### src/rtl/ifq_pkg.sv
// ifq_pkg: shared types and defaults for the instruction fetch queue.
// Holds the fetch FSM state encoding, default geometry (DEPTH, PC_W),
// the instruction word width and a saturating counter helper.
package ifq_pkg;

  localparam int unsigned IFQ_DEPTH  = 4;
  localparam int unsigned IFQ_PC_W   = 9;
  localparam int unsigned IFQ_INST_W = 32;

  typedef enum logic [1:0] {
    IDLE  = 2'd0,
    RUN   = 2'd1,
    DRAIN = 2'd2
  } ifq_state_e;

  // Increment a 16-bit event counter, sticking at all-ones.
  function automatic logic [15:0] sat_inc16(input logic [15:0] v);
    logic [15:0] r;
    if (v == 16'hFFFF) begin
      r = v;
    end else begin
      r = v + 16'd1;
    end
    return r;
  endfunction

endpackage

### src/rtl/ifq_fetch_if.sv
// ifq_fetch_if: instruction memory read port plus the decode-side
// valid/ready handshake of the fetch queue. The master modport is the
// fetch unit; the slave modport is the memory/decode environment.
interface ifq_fetch_if
  import ifq_pkg::*;
#(
  parameter int unsigned PC_W = IFQ_PC_W
);

  logic [PC_W-1:0]       imem_addr;
  logic [IFQ_INST_W-1:0] imem_data;
  logic                  inst_valid;
  logic                  inst_ready;
  logic [IFQ_INST_W-1:0] inst_data;
  logic [PC_W-1:0]       inst_pc;

  modport master (
    output imem_addr,
    input  imem_data,
    output inst_valid,
    input  inst_ready,
    output inst_data,
    output inst_pc
  );

  modport slave (
    input  imem_addr,
    output imem_data,
    input  inst_valid,
    output inst_ready,
    input  inst_data,
    input  inst_pc
  );

endinterface

### src/rtl/ifq_fifo.sv
// ifq_fifo: circular buffer of {instruction, pc} entries with occupancy
// count. A pop on a full queue frees the slot for a same-cycle push.
// clear empties the queue; reset also zeroes the storage so the head
// outputs read as zero straight after reset.
module ifq_fifo
  import ifq_pkg::*;
#(
  parameter int unsigned DEPTH = IFQ_DEPTH,
  parameter int unsigned PC_W  = IFQ_PC_W
) (
  input  logic                        clk,
  input  logic                        rst,
  input  logic                        i_push,
  input  logic                        i_pop,
  input  logic                        i_clear,
  input  logic [IFQ_INST_W-1:0]       i_wr_data,
  input  logic [PC_W-1:0]             i_wr_pc,
  output logic [IFQ_INST_W-1:0]       o_rd_data,
  output logic [PC_W-1:0]             o_rd_pc,
  output logic                        o_full,
  output logic                        o_empty,
  output logic [$clog2(DEPTH):0]      o_count
);

  localparam int unsigned PTR_W = $clog2(DEPTH);
  localparam int unsigned CNT_W = PTR_W + 1;

  logic [IFQ_INST_W-1:0] r_mem_data [DEPTH];
  logic [PC_W-1:0]       r_mem_pc   [DEPTH];
  logic [PTR_W-1:0]      r_wr_ptr;
  logic [PTR_W-1:0]      r_rd_ptr;
  logic [CNT_W-1:0]      r_count;

  logic w_full;
  logic w_empty;
  logic w_pop_ok;
  logic w_push_ok;

  assign w_full    = (r_count == CNT_W'(DEPTH));
  assign w_empty   = (r_count == {CNT_W{1'b0}});
  assign w_pop_ok  = i_pop && !w_empty;
  assign w_push_ok = i_push && (!w_full || w_pop_ok);

  // Storage, pointer and occupancy update; clear wins over push/pop.
  always_ff @(posedge clk) begin
    if (rst) begin
      r_wr_ptr <= {PTR_W{1'b0}};
      r_rd_ptr <= {PTR_W{1'b0}};
      r_count  <= {CNT_W{1'b0}};
      for (int i = 0; i < int'(DEPTH); i++) begin
        r_mem_data[i] <= {IFQ_INST_W{1'b0}};
        r_mem_pc[i]   <= {PC_W{1'b0}};
      end
    end else if (i_clear) begin
      r_wr_ptr <= {PTR_W{1'b0}};
      r_rd_ptr <= {PTR_W{1'b0}};
      r_count  <= {CNT_W{1'b0}};
    end else begin
      if (w_push_ok) begin
        r_mem_data[r_wr_ptr] <= i_wr_data;
        r_mem_pc[r_wr_ptr]   <= i_wr_pc;
        r_wr_ptr             <= r_wr_ptr + PTR_W'(1);
      end else begin
        r_wr_ptr <= r_wr_ptr;
      end
      if (w_pop_ok) begin
        r_rd_ptr <= r_rd_ptr + PTR_W'(1);
      end else begin
        r_rd_ptr <= r_rd_ptr;
      end
      case ({w_push_ok, w_pop_ok})
        2'b10:   r_count <= r_count + CNT_W'(1);
        2'b01:   r_count <= r_count - CNT_W'(1);
        default: r_count <= r_count;
      endcase
    end
  end

  assign o_rd_data = r_mem_data[r_rd_ptr];
  assign o_rd_pc   = r_mem_pc[r_rd_ptr];
  assign o_full    = w_full;
  assign o_empty   = w_empty;
  assign o_count   = r_count;

endmodule

### src/rtl/ifq_fetch.sv
// ifq_fetch: sequential instruction fetcher feeding a small queue.
// The pc register addresses instruction memory directly; while RUN the
// word read back is pushed with its pc every cycle the queue has room.
// flush redirects the pc and empties the queue in any state.
// Optional build macro IFQ_FETCH_PERF_EN adds stall/bubble counters
// (o_stall_cnt, o_bubble_cnt); without it those ports do not exist.
module ifq_fetch
  import ifq_pkg::*;
#(
  parameter int unsigned DEPTH = IFQ_DEPTH,
  parameter int unsigned PC_W  = IFQ_PC_W
) (
  input  logic            clk,
  input  logic            rst,
  input  logic            i_start,
  input  logic            i_stop,
  input  logic            i_flush,
  input  logic [PC_W-1:0] i_flush_pc,
  output logic            o_busy,
`ifdef IFQ_FETCH_PERF_EN
  output logic [15:0]     o_stall_cnt,
  output logic [15:0]     o_bubble_cnt,
`endif
  ifq_fetch_if.master     bus
);

  ifq_state_e      r_state;
  logic            r_busy;
  logic [PC_W-1:0] r_pc;

  logic                   w_full;
  logic                   w_empty;
  logic [$clog2(DEPTH):0] w_count;
  logic [IFQ_INST_W-1:0]  w_rd_data;
  logic [PC_W-1:0]        w_rd_pc;
  logic                   w_valid;
  logic                   w_handshake;
  logic                   w_pop;
  logic                   w_push;

  assign w_valid     = (w_count != '0);
  assign w_handshake = w_valid && bus.inst_ready;
  // A flush cycle discards the queue, so any handshake that cycle is void.
  assign w_pop       = w_handshake && !i_flush;
  assign w_push      = (r_state == RUN) && !i_flush && (!w_full || w_pop);

  ifq_fifo #(
    .DEPTH (DEPTH),
    .PC_W  (PC_W)
  ) u_fifo (
    .clk       (clk),
    .rst       (rst),
    .i_push    (w_push),
    .i_pop     (w_pop),
    .i_clear   (i_flush),
    .i_wr_data (bus.imem_data),
    .i_wr_pc   (r_pc),
    .o_rd_data (w_rd_data),
    .o_rd_pc   (w_rd_pc),
    .o_full    (w_full),
    .o_empty   (w_empty),
    .o_count   (w_count)
  );

  // Fetch control FSM with registered busy flag, plus the pc register.
  always_ff @(posedge clk) begin
    if (rst) begin
      r_state <= IDLE;
      r_busy  <= 1'b0;
      r_pc    <= {PC_W{1'b0}};
    end else begin
      case (r_state)
        IDLE: begin
          if (i_start) begin
            r_state <= RUN;
            r_busy  <= 1'b1;
          end else begin
            r_state <= IDLE;
            r_busy  <= 1'b0;
          end
        end
        RUN: begin
          if (i_stop) begin
            r_state <= DRAIN;
          end else begin
            r_state <= RUN;
          end
          r_busy <= 1'b1;
        end
        DRAIN: begin
          // Leave once the queue has emptied; a flush empties it at once.
          if (i_flush || w_empty) begin
            r_state <= IDLE;
            r_busy  <= 1'b0;
          end else begin
            r_state <= DRAIN;
            r_busy  <= 1'b1;
          end
        end
        default: begin
          r_state <= IDLE;
          r_busy  <= 1'b0;
        end
      endcase
      // pc wraps naturally at 2^PC_W.
      if (i_flush) begin
        r_pc <= i_flush_pc;
      end else if (w_push) begin
        r_pc <= r_pc + PC_W'(1);
      end else begin
        r_pc <= r_pc;
      end
    end
  end

`ifdef IFQ_FETCH_PERF_EN
  logic [15:0] r_stall_cnt;
  logic [15:0] r_bubble_cnt;

  // Saturating stall (full, no drain) and bubble (busy, nothing to offer) counters.
  always_ff @(posedge clk) begin
    if (rst || i_flush) begin
      r_stall_cnt  <= 16'd0;
      r_bubble_cnt <= 16'd0;
    end else begin
      if ((r_state == RUN) && w_full && !w_handshake) begin
        r_stall_cnt <= sat_inc16(r_stall_cnt);
      end else begin
        r_stall_cnt <= r_stall_cnt;
      end
      if (r_busy && !w_valid && bus.inst_ready) begin
        r_bubble_cnt <= sat_inc16(r_bubble_cnt);
      end else begin
        r_bubble_cnt <= r_bubble_cnt;
      end
    end
  end

  assign o_stall_cnt  = r_stall_cnt;
  assign o_bubble_cnt = r_bubble_cnt;
`endif

  assign bus.imem_addr  = r_pc;
  assign bus.inst_valid = w_valid;
  assign bus.inst_data  = w_rd_data;
  assign bus.inst_pc    = w_rd_pc;
  assign o_busy         = r_busy;

endmodule

### src/flat_wrapper.sv
// flat-port wrapper written by rule: the top's interface ports become plain ports
module ifq_fetch_flat import ifq_pkg::*;
#(
  parameter int unsigned DEPTH = IFQ_DEPTH,
  parameter int unsigned PC_W  = IFQ_PC_W
)
  (clk, rst, i_start, i_stop, i_flush, i_flush_pc, o_busy, bus_imem_addr, bus_imem_data, bus_inst_valid, bus_inst_ready, bus_inst_data, bus_inst_pc);
  ifq_fetch_if #(.PC_W(PC_W)) bus_i ();
  input  logic clk;
  input  logic rst;
  input  logic i_start;
  input  logic i_stop;
  input  logic i_flush;
  input  logic [PC_W-1:0] i_flush_pc;
  output logic o_busy;
  output wire logic [$bits(bus_i.imem_addr)-1:0] bus_imem_addr;
  input wire logic [$bits(bus_i.imem_data)-1:0] bus_imem_data;
  output wire logic [$bits(bus_i.inst_valid)-1:0] bus_inst_valid;
  input wire logic [$bits(bus_i.inst_ready)-1:0] bus_inst_ready;
  output wire logic [$bits(bus_i.inst_data)-1:0] bus_inst_data;
  output wire logic [$bits(bus_i.inst_pc)-1:0] bus_inst_pc;
  assign bus_imem_addr = bus_i.imem_addr;
  assign bus_i.imem_data = bus_imem_data;
  assign bus_inst_valid = bus_i.inst_valid;
  assign bus_i.inst_ready = bus_inst_ready;
  assign bus_inst_data = bus_i.inst_data;
  assign bus_inst_pc = bus_i.inst_pc;
  ifq_fetch #(.DEPTH(DEPTH), .PC_W(PC_W)) u_core (.clk(clk), .rst(rst), .i_start(i_start), .i_stop(i_stop), .i_flush(i_flush), .i_flush_pc(i_flush_pc), .o_busy(o_busy), .bus(bus_i));
endmodule
### config.mk
export PLATFORM = sky130hd
export DESIGN_NAME = ifq_fetch_flat
export DESIGN_NICKNAME = d
export VERILOG_FILES = /design/src/rtl/ifq_pkg.sv /design/src/rtl/ifq_fetch_if.sv /design/src/rtl/ifq_fifo.sv /design/src/rtl/ifq_fetch.sv /design/src/flat_wrapper.sv
export SDC_FILE = /design/constraint.sdc
export NUM_CORES = 1
export LEC_CHECK = 0
export CAP_MARGIN = 10
export CELL_PAD_IN_SITES_DETAIL_PLACEMENT = 2
export CELL_PAD_IN_SITES_GLOBAL_PLACEMENT = 2
export CORE_MARGIN = 1
export CORE_UTILIZATION = 36
export CTS_CLUSTER_DIAMETER = 120
export DETAILED_ROUTE_END_ITERATION = 8
export GPL_TIMING_DRIVEN = 0
export PLACE_DENSITY_LB_ADDON = 0.1
export SLEW_MARGIN = 20
export SYNTH_ARGS = -nofsm -noshare
export SYNTH_HDL_FRONTEND = slang
export SYNTH_SLANG_ARGS = --single-unit
### constraint.sdc
create_clock -name clk -period 2.3 [get_ports clk]
set_input_delay 0.23 -clock clk [delete_from_list [all_inputs] [get_ports clk]]
set_output_delay 0.23 -clock clk [all_outputs]
set_load 0.05 [all_outputs]
==> flow_metrics.py, run 1 <==
metrics = {
    "status": {
        "outcome": "finished clean",
    },
    "synth": {
        "ys.flop_type": "edfxtp_1",
        "yosysSeqAreaShare_pct": 65.1,
        "syn-cell-area_um2": 8210,
        "yosysWarnings": 0,
        "ys_async_sr_fraction_pct": 0,
        "yosysUniqueCellTypes": 43,
        "synth-edff-count": 164,
        "yosysTopAreaCellShare_pct": 60.0,
        "synth_top_cell_by_area": "edfxtp_1",
        "synth.ff_latch_count": 185,
        "synth_nets": 575,
        "synth_area_leaders": "edfxtp_1 60%, mux4_2 11%, and2_1 6.9%",
        "netlist_instances": 525,
        "avgSynthCellArea_um2": 15.6,
    },
    "cells_and_area": {
        "stdcell_count": 938,
        "drive_gt1_share_pct": 27.4,
        "final_nets": 694,
        "fillers": 2114,
        "syn_to_final_growth_pct": 25.1,
        "utilization_pct": 46.5,
        "final_common_cell": "edfxtp_1",
        "final_cell_mix": "164 x edfxtp_1, 91 x and2_1, 55 x clkdlybuf4s50_1, 42 x and3_1, 41 x mux4_2",
    },
    "clocking": {
        "htreeDepth": 4,
        "clock_latency_ns": 0.43,
        "cts_tree": "done",
        "cts.sinks": 185,
        "path_clk_slew_ns": 0.07,
        "cts.path.max_buffers": 2,
        "numCtsBuffers": 17,
        "cts-root-buf": "clkbuf_16",
    },
    "power_and_ir_drop": {
        "p_per_area_nw_per_um2": 725,
        "p_clk_share_pct": 37.9,
        "internal-power_uw": 5570,
        "ir_drop_uv": 439,
        "comb_power_share_pct": 10.1,
        "cellLeakagePower_uw": 0.00375,
        "swShare_pct": 25.1,
        "seq_power_share_pct": 52.0,
        "switching_power_uw": 1870,
    },
    "detailed_routing": {
        "drt-total-wl_um": 21600,
        "viasPerCell": 5.23,
        "ant_nets": 0,
        "dr_total_vias": 4904,
        "drc": 0,
        "drt_iter0_drc": 155,
        "first_pass_iters": 4,
        "wl_per_cell_um": 23.0,
    },
    "timing": {
        "worstMarginPinSlew_ns": 0.740,
        "fmax_ghz": 0.444,
        "layout_min_cycle_time_ns": 2.25,
        "whs_ns": 0.0422,
        "setup_slack_ns": 0.0458,
        "fin_crit_sh_pct": 98.0,
        "maxSlewHeadroom_pct": 50.7,
        "setup_tns_ns": 0,
        "rsz0062_at_grt": "true",
        "fin_skew_ns": 0.00776,
        "drv_slew": 0,
        "setup_viol": 0,
        "hold_viol_final": 0,
    },
    "setup_path": {
        "cp-start-kind": "flop",
        "arrival_ns": 2.02,
        "end_kind": "output pin",
        "rrSetupSlack_ns": 0.12,
        "cp.required_ns": 2.07,
        "critPathMaxFanout": 10,
        "critical_path_class": "reg2out",
    },
    "placement": {
        "routabilityCongestion": 0.730,
        "place_hpwl_um": 13700,
        "place_inst": 903,
        "post-place-ws_ns": -0.744,
        "io_buffers": 96,
    },
    "flow_run": {
        "drv_cap": 0,
    },
    "floorplan": {
        "initial_core_util_pct": 37.1,
        "die_w_um": 153,
        "rows": 54,
        "core_um2": 22100,
        "die_height_um": 153,
        "io_pins": 99,
        "dieArea_um2": 23400,
    },
    "grt": {
        "grt_overflow": 0,
        "grt_pass1_vias": 5681,
        "grt_pass1_wl_um": 34000,
        "grt_usage_pct": 19.8,
        "antenna_found_initial": 1,
        "grt_max_degree": 42,
    },
    "worst_hold_path": {
        "min_path_type": "in2reg",
    },
}
-- area by class of cell --
cell class	instances	area, µm²	area share (%)
antenna	1	2.50	0.0244
buffer	36	233	2.27
clock buffer	19	433	4.22
clock inverter	13	119	1.16
inverter	10	37.5	0.366
multi-input combinational	293	2700	26.3
sequential	185	5350	52.1
tap	280	350	3.41
timing repair buffer	101	1040	10.1
-- metal layers --
layer  wire (µm)  part of all wire (%)  vias up  global-route usage, %
met5           0                     0        -                      0
met2       11400                    53       88                   35.9
met3         566                   2.6       28                   3.18
li1            -                     -     2205                      -
met1        9340                    43     2583                   24.1
met4         312                   1.4        0                   6.16
-- flip-flops by register name, indices dropped and copies added, names as in the netlist, named ones only --
register,count
u_core.u_fifo.r_mem_pc,36
u_core.bus.imem_addr,9
u_core.u_fifo.r_mem_data,128
u_core.u_fifo.r_wr_ptr,2
u_core.r_state,2
u_core.o_busy,1
u_core.u_fifo.o_count,3
u_core.u_fifo.r_rd_ptr,2
-- power by group through the flow --
stage / logic [µW] / clock network (µW) / registers (µW)
2_1_floorplan: 388 / 0 / 3960
5_1_grt: 795 / 3010 / 3890
4_1_cts: 766 / 2870 / 3870
6_report: 750 / 2830 / 3870
3_3_place_gp: 741 / 0 / 3940
3_5_place_dp: 763 / 0 / 3950
-- logic make-up (layout without fill, tap and decap cells) --
logic type / Yosys count / count (layout) / share of synthesized area, %
AOI/OAI and AO/OA: 25 / 26 / 2.20
xor gates and xnor gates: 11 / 11 / 1.17
adders and majority gates: 3 / 3 / 0.549
buffers and inverters: 48 / 179 / 2.84
DFF: 185 / 185 / 65.1
muxes: 41 / 41 / 11.3
other: 0 / 1 / 0
and+or+nand+nor: 212 / 212 / 16.8
-- worst max-delay path: stages, from the launching register on --
cell,delay [ns]
dfxtp_2,0.45
buf_6,0.23
mux4_2,0.55
clkdlybuf4s15_2,0.35
-- what timing repair did --
item | 4_1_cts | 5_1_grt
setup buffers | 3 | 0
setup endpoints to repair | 176 | 112
hold buffers | 0 | 0
resized for setup | 141 | 17
pin swaps | 3 | 0
gates cloned | 1 | 0
-- worst paths after layout --
check | from | end | cells past startpoint
worst max-delay path | flop | bus_inst_data[17] | 3
worst min-delay path | i_flush | u_core.bus.imem_addr[2] | 2
worst max register to register | u_core.u_fifo.o_count[1] | u_core.u_fifo.o_count[2] | 9
worst min register to register | u_core.u_fifo.o_count[2] | u_core.u_fifo.o_count[2] | 2
-- metrics by stage --
step	cell area, µm²	total power [µW]
after floorplan	8210	4350
after global placement	9520	4680
after detailed placement	9590	4710
after CTS	10300	7510
after global routing	10300	7690
final	10300	7450
-- Yosys cell counts, drive strengths merged, types with 3 or more instances --
cell type and number:
nor2 17, edfxtp 164, and3 43, and2 120
o21ai 3, inv 10, dfxtp 21, mux4 41
buf 17, a31o 4, nand3 3, a211oi 6
a21oi 6, xnor2 9, nor3 10, clkbuf 21
(Power assumes the default switching activity.)
==> run 2: changes to the inputs <==
SLEW_MARGIN = 0   (was 20)
==> run 2 against run 1 <==
  * Clock power fell by 5%
  * Global-route usage fell by 0.14 points
  * Core utilization fell by 0.80 points
  * Clock-buffer cell count did not move
  * Sequential share of layout area rose by 0.92 points
  * Critical endpoint is now bus_inst_pc[5]
  * Die area did not move
  * Largest cell class unchanged
  * Routed wire length fell by 0.49%
  * Setup slack improved by 0.035 ns
  * Via count fell by 0.29%
  * Final area fell by 1.7%
==> flow_metrics.py, run 2 (synthesized netlist as in run 1, its figures left out) <==
metrics = {
    "timing": {
        "fin_skew_ns": 0.00771,
        "hold_viol_final": 0,
        "fin_crit_sh_pct": 96.5,
        "worstMarginPinSlew_ns": 0.780,
        "drv_slew": 0,
        "setup_viol": 0,
        "maxSlewHeadroom_pct": 48.0,
        "layout_min_cycle_time_ns": 2.22,
        "rsz0062_at_grt": "true",
        "fmax_ghz": 0.451,
    },
    "floorplan": {
        "core_um2": 22100,
        "initial_core_util_pct": 37.1,
        "die_w_um": 153,
        "io_pins": 99,
        "rows": 54,
        "die_height_um": 153,
        "dieArea_um2": 23400,
    },
    "worst_hold_path": {
        "hold_path_depth": 2,
        "min_path_type": "in2reg",
        "min_from": "i_flush",
    },
    "placement": {
        "routabilityCongestion": 0.730,
        "place_hpwl_um": 13700,
        "io_buffers": 96,
        "place_inst": 903,
        "placed_area_um2": 9580,
    },
    "grt": {
        "antenna_found_initial": 1,
        "grt_pass1_wl_um": 33800,
        "grt_overflow": 0,
        "grt_max_degree": 42,
        "grt_usage_pct": 19.7,
        "grt_pass1_vias": 5628,
    },
    "clocking": {
        "cts.sinks": 185,
        "cts_tree": "done",
        "cts-root-buf": "clkbuf_16",
        "htreeDepth": 4,
        "clock_latency_ns": 0.43,
        "cts.path.max_buffers": 2,
        "path_clk_slew_ns": 0.07,
        "numCtsBuffers": 17,
    },
    "detailed_routing": {
        "ant_nets": 0,
        "first_pass_iters": 4,
        "wl_per_cell_um": 23.0,
        "viasPerCell": 5.22,
        "drc": 0,
        "dr_total_vias": 4890,
        "drt_iter0_drc": 202,
        "drt-total-wl_um": 21500,
    },
    "setup_path": {
        "rr_worst_depth": 9,
        "r2r_end": "u_core.u_fifo.o_count[2]",
        "critPathMaxFanout": 10,
        "worstSetupEndpoint": "bus_inst_pc[5]",
        "arrival_ns": 1.99,
        "rrSetupSlack_ns": 0.14,
        "cp-start-kind": "flop",
        "rr_startpoint": "u_core.u_fifo.o_count[1]",
        "cp.required_ns": 2.07,
        "critical_path_class": "reg2out",
        "end_kind": "output pin",
    },
    "flow_run": {
        "drv_cap": 0,
    },
    "cells_and_area": {
        "drive_gt1_share_pct": 27.5,
        "finalInstanceArea_um2": 10100,
        "final_nets": 692,
        "syn_to_final_growth_pct": 22.9,
        "stdcell_count": 936,
        "final_common_cell": "edfxtp_1",
        "largest_register_ffs": 128,
        "regMostFlops": "u_core.u_fifo.r_mem_data",
        "final_cell_mix": "164 x edfxtp_1, 91 x and2_1, 55 x clkdlybuf4s50_1, 42 x and3_1, 41 x mux4_2",
        "utilization_pct": 45.7,
    },
    "power_and_ir_drop": {
        "ir_drop_uv": 429,
        "finalPower_uw": 7300,
        "p_per_area_nw_per_um2": 723,
        "cellLeakagePower_uw": 0.00373,
    },
    "status": {
        "outcome": "finished clean",
    },
}
[run 2: stage by stage]
step	setup slack, ns	hold slack [ns]	setup TNS [ns]
CTS	-0.141	0.0175	-2.28
floorplan	0.0422	0.330	0
finish	0.0808	0.0417	0
global route	0.00426	0.0390	0
global placement	-1.26	0.473	-163.36
detailed placement	-0.713	0.470	-97.39
[run 2: what timing repair did]
action	in CTS	in global routing
setup endpoints to repair	208	156
setup buffers	1	1
hold buffers	0	0
pin swaps	1	1
resized for setup	103	61
endpoints found under the hold margin	0	0
[run 2: area by class of cell]
type | instances | area (µm²)
inverters | 10 | 37.5
plain buffers | 36 | 236
flip-flops and latches | 185 | 5350
clock buffers | 19 | 433
fillers | 2139 | 12000
diodes | 1 | 2.50
clock inverters | 13 | 95.1
multi-input cells | 292 | 2690
well taps | 280 | 350
repair buffers | 100 | 896
[run 2: worst max-delay path, cell delays in order (launching register included)]
cell and delay (ns):
dfxtp_2 0.45, buf_8 0.21, mux4_2 0.53, clkdlybuf4s15_2 0.35
[run 2: worst min-delay path by stage]
stage                              end  slack (ns)
2_1_floorplan        u_core.r_state[0]        0.33
3_3_place_gp   u_core.bus.imem_addr[2]        0.47
3_5_place_dp   u_core.bus.imem_addr[2]        0.47
4_1_cts        u_core.bus.imem_addr[2]        0.02
5_1_grt        u_core.bus.imem_addr[2]        0.04
6_report       u_core.bus.imem_addr[2]        0.04
[run 2: report_power, final]
part,internal [µW],total [µW],switching (µW)
sequential,3800,3870,70.6
combinational,253,729,476
clock,1390,2700,1310
total,5450,7300,1850
[run 2: metal layers]
metal  part of all wire (%)  GRT usage [%]  up-vias
met5                      0              0        -
met3                    3.6           3.46       20
met2                     53           35.7      109
met1                     42           23.8     2556
li1                       -              -     2205
met4                    1.1           5.68        0
==> run 3: changes to the inputs <==
CORE_UTILIZATION = 38   (was 36)
CTS_BUF_LIST = sky130_fd_sc_hd__clkbuf_8   (was not set)
==> run 3 against run 2 <==
  * Final cell count shrank 0.21%
  * Routed wire length shrank 1.0%
  * First-iteration DRC count grew 9.4%
  * Clock skew grew 0.0086 ns
  * Total power shrank 3.6%
  * Core utilization grew 1.9 points
  * Non-clock buffer count grew 4
  * Worst hold slack gained 0.045 ns
  * Die area shrank 5.2%
==> flow_metrics.py, run 3 (synthesized netlist as in run 1, its figures left out) <==
metrics = {
    "cells_and_area": {
        "largest_register_ffs": 128,
        "regMostFlops": "u_core.u_fifo.r_mem_data",
        "syn_to_final_growth_pct": 22.2,
        "final_common_cell": "edfxtp_1",
        "insertedDiodeCount": 0,
        "final_nets": 696,
        "drive_gt1_share_pct": 28.2,
        "final_cell_mix": "164 x edfxtp_1, 91 x and2_1, 54 x clkdlybuf4s50_1, 42 x and3_1, 41 x mux4_2",
    },
    "detailed_routing": {
        "wl_per_cell_um": 22.8,
        "drt-total-wl_um": 21300,
        "drc": 0,
        "first_pass_iters": 5,
        "viasPerCell": 5.16,
        "dr_total_vias": 4824,
        "ant_nets": 0,
        "drt_iter0_drc": 221,
    },
    "setup_path": {
        "rr_worst_depth": 8,
        "critPathMaxFanout": 10,
        "crit_slowest_cell": "mux4_2",
        "max_stage_delay_ns": 0.52,
        "rrSetupSlack_ns": 0.12,
        "arrival_ns": 1.99,
        "cp-start-kind": "flop",
        "crit_path_cell_trace": "buf_6 > mux4_2 > clkdlybuf4s15_2",
        "cpLargestDelayFamily": "buffers and inverters",
        "cp.required_ns": 2.07,
        "critical_path_class": "reg2out",
        "critPathBufInv": 2,
        "rr_startpoint": "u_core.u_fifo.o_count[0]",
        "r2r_end": "u_core.u_fifo.o_count[2]",
        "end_kind": "output pin",
    },
    "floorplan": {
        "die_height_um": 149,
        "core_um2": 21100,
        "io_pins": 99,
        "dieArea_um2": 22200,
        "initial_core_util_pct": 38.9,
        "die_w_um": 149,
        "rows": 53,
    },
    "clocking": {
        "cts_tree": "done",
        "cts.sinks": 185,
        "cts.path.max_buffers": 2,
        "numCtsBuffers": 17,
        "clock_latency_ns": 0.46,
        "path_clk_slew_ns": 0.10,
        "cts-root-buf": "clkbuf_8",
        "htreeDepth": 4,
    },
    "worst_hold_path": {
        "whs_endpoint": "u_core.r_state[0]",
        "hold_path_depth": 2,
        "min_path_type": "in2reg",
        "min_from": "rst",
    },
    "timing": {
        "fin_crit_sh_pct": 96.4,
        "worstMarginPinSlew_ns": 0.743,
        "fmax_ghz": 0.451,
        "hold_viol_final": 0,
        "setup_viol": 0,
        "setup_slack_ns": 0.0839,
        "maxSlewHeadroom_pct": 50.4,
        "layout_min_cycle_time_ns": 2.22,
        "setup_tns_ns": 0,
        "drv_slew": 0,
        "fin_skew_ns": 0.0163,
        "rsz0062_at_grt": "true",
    },
    "placement": {
        "place_hpwl_um": 14000,
        "post-place-ws_ns": -0.660,
        "routabilityCongestion": 0.737,
        "io_buffers": 96,
    },
    "flow_run": {
        "drv_cap": 0,
    },
    "grt": {
        "grt_overflow": 0,
        "grt_pass1_vias": 5538,
        "grt_pass1_wl_um": 33100,
        "grt_usage_pct": 20.7,
        "antenna_found_initial": 0,
        "grt_max_degree": 42,
    },
    "status": {
        "outcome": "finished clean",
    },
    "power_and_ir_drop": {
        "ir_drop_uv": 360,
        "cellLeakagePower_uw": 0.00377,
        "finalPower_uw": 7040,
        "p_per_area_nw_per_um2": 702,
    },
}
[run 3: worst max-delay path by stage]
stage                                           endpoint  depth (start not counted)
final                                     bus_inst_pc[5]                          3
after global routing                    bus_inst_data[3]                          3
after detailed placement        u_core.u_fifo.o_count[2]                         10
after floorplan           u_core.u_fifo.r_mem_data[0][0]                          3
after CTS                              bus_inst_data[19]                          3
after global placement    u_core.u_fifo.r_mem_data[0][6]                          4
[run 3: through the flow]
| stage | hold WS (ns) | utilization, % | area (µm²) | std cells |
|---|---|---|---|---|
| 6_report | 0.0863 | 47.5 | 10000 | 934 |
| 5_1_grt | 0.0743 | 47.5 | 10000 | 934 |
| 4_1_cts | 0.0594 | 47.9 | 10100 | 931 |
| 3_5_place_dp | 0.475 | 45.4 | 9580 | 899 |
| 3_3_place_gp | 0.474 | 45.1 | 9510 | 896 |
| 2_1_floorplan | 0.330 | - | 8210 | 525 |
[run 3: report_power, final]
group / switching, µW / internal (µW) / total [µW]
combinational: 475 / 259 / 734
clock: 1210 / 1230 / 2430
sequential: 71.4 / 3800 / 3870
total: 1750 / 5280 / 7040
[run 3: per-layer routing]
layer	track usage [%]	up-vias	share of wire (%)	wire [µm]
met4	6.58	0	1.3	279
met2	36.1	94	53	11400
li1	-	2209	-	-
met1	26.2	2503	42	9020
met5	0	-	0	0
met3	3.61	18	2.9	614
[run 3: repair_timing]
item / 4_1_cts / 5_1_grt
gates cloned: 0 / 0
buffers inserted: 1 / 3
setup endpoints to repair: 208 / 107
endpoints found under the hold margin: 1 / 0
gates resized for setup: 162 / 57
pin swaps: 2 / 2
hold buffers: 1 / 0
[run 3: area by class of cell]
type | count | area, µm²
Buffer | 36 | 238
Clock buffer | 18 | 248
Clock inverter | 14 | 193
Fill cell | 1994 | 11100
Inverter | 10 | 37.5
Multi-Input combinational cell | 292 | 2690
Sequential cell | 185 | 5350
Tap cell | 275 | 344
Timing Repair Buffer | 104 | 925
[run 3: worst register-to-register path: stages, from the launching register on]
cell     delay [ns]
dfxtp_1        0.49
nor3_2         0.13
nor3b_2        0.23
ha_1           0.23
inv_1          0.07
fa_1           0.37
xor2_1         0.16
or3_1          0.30
a21oi_1        0.14
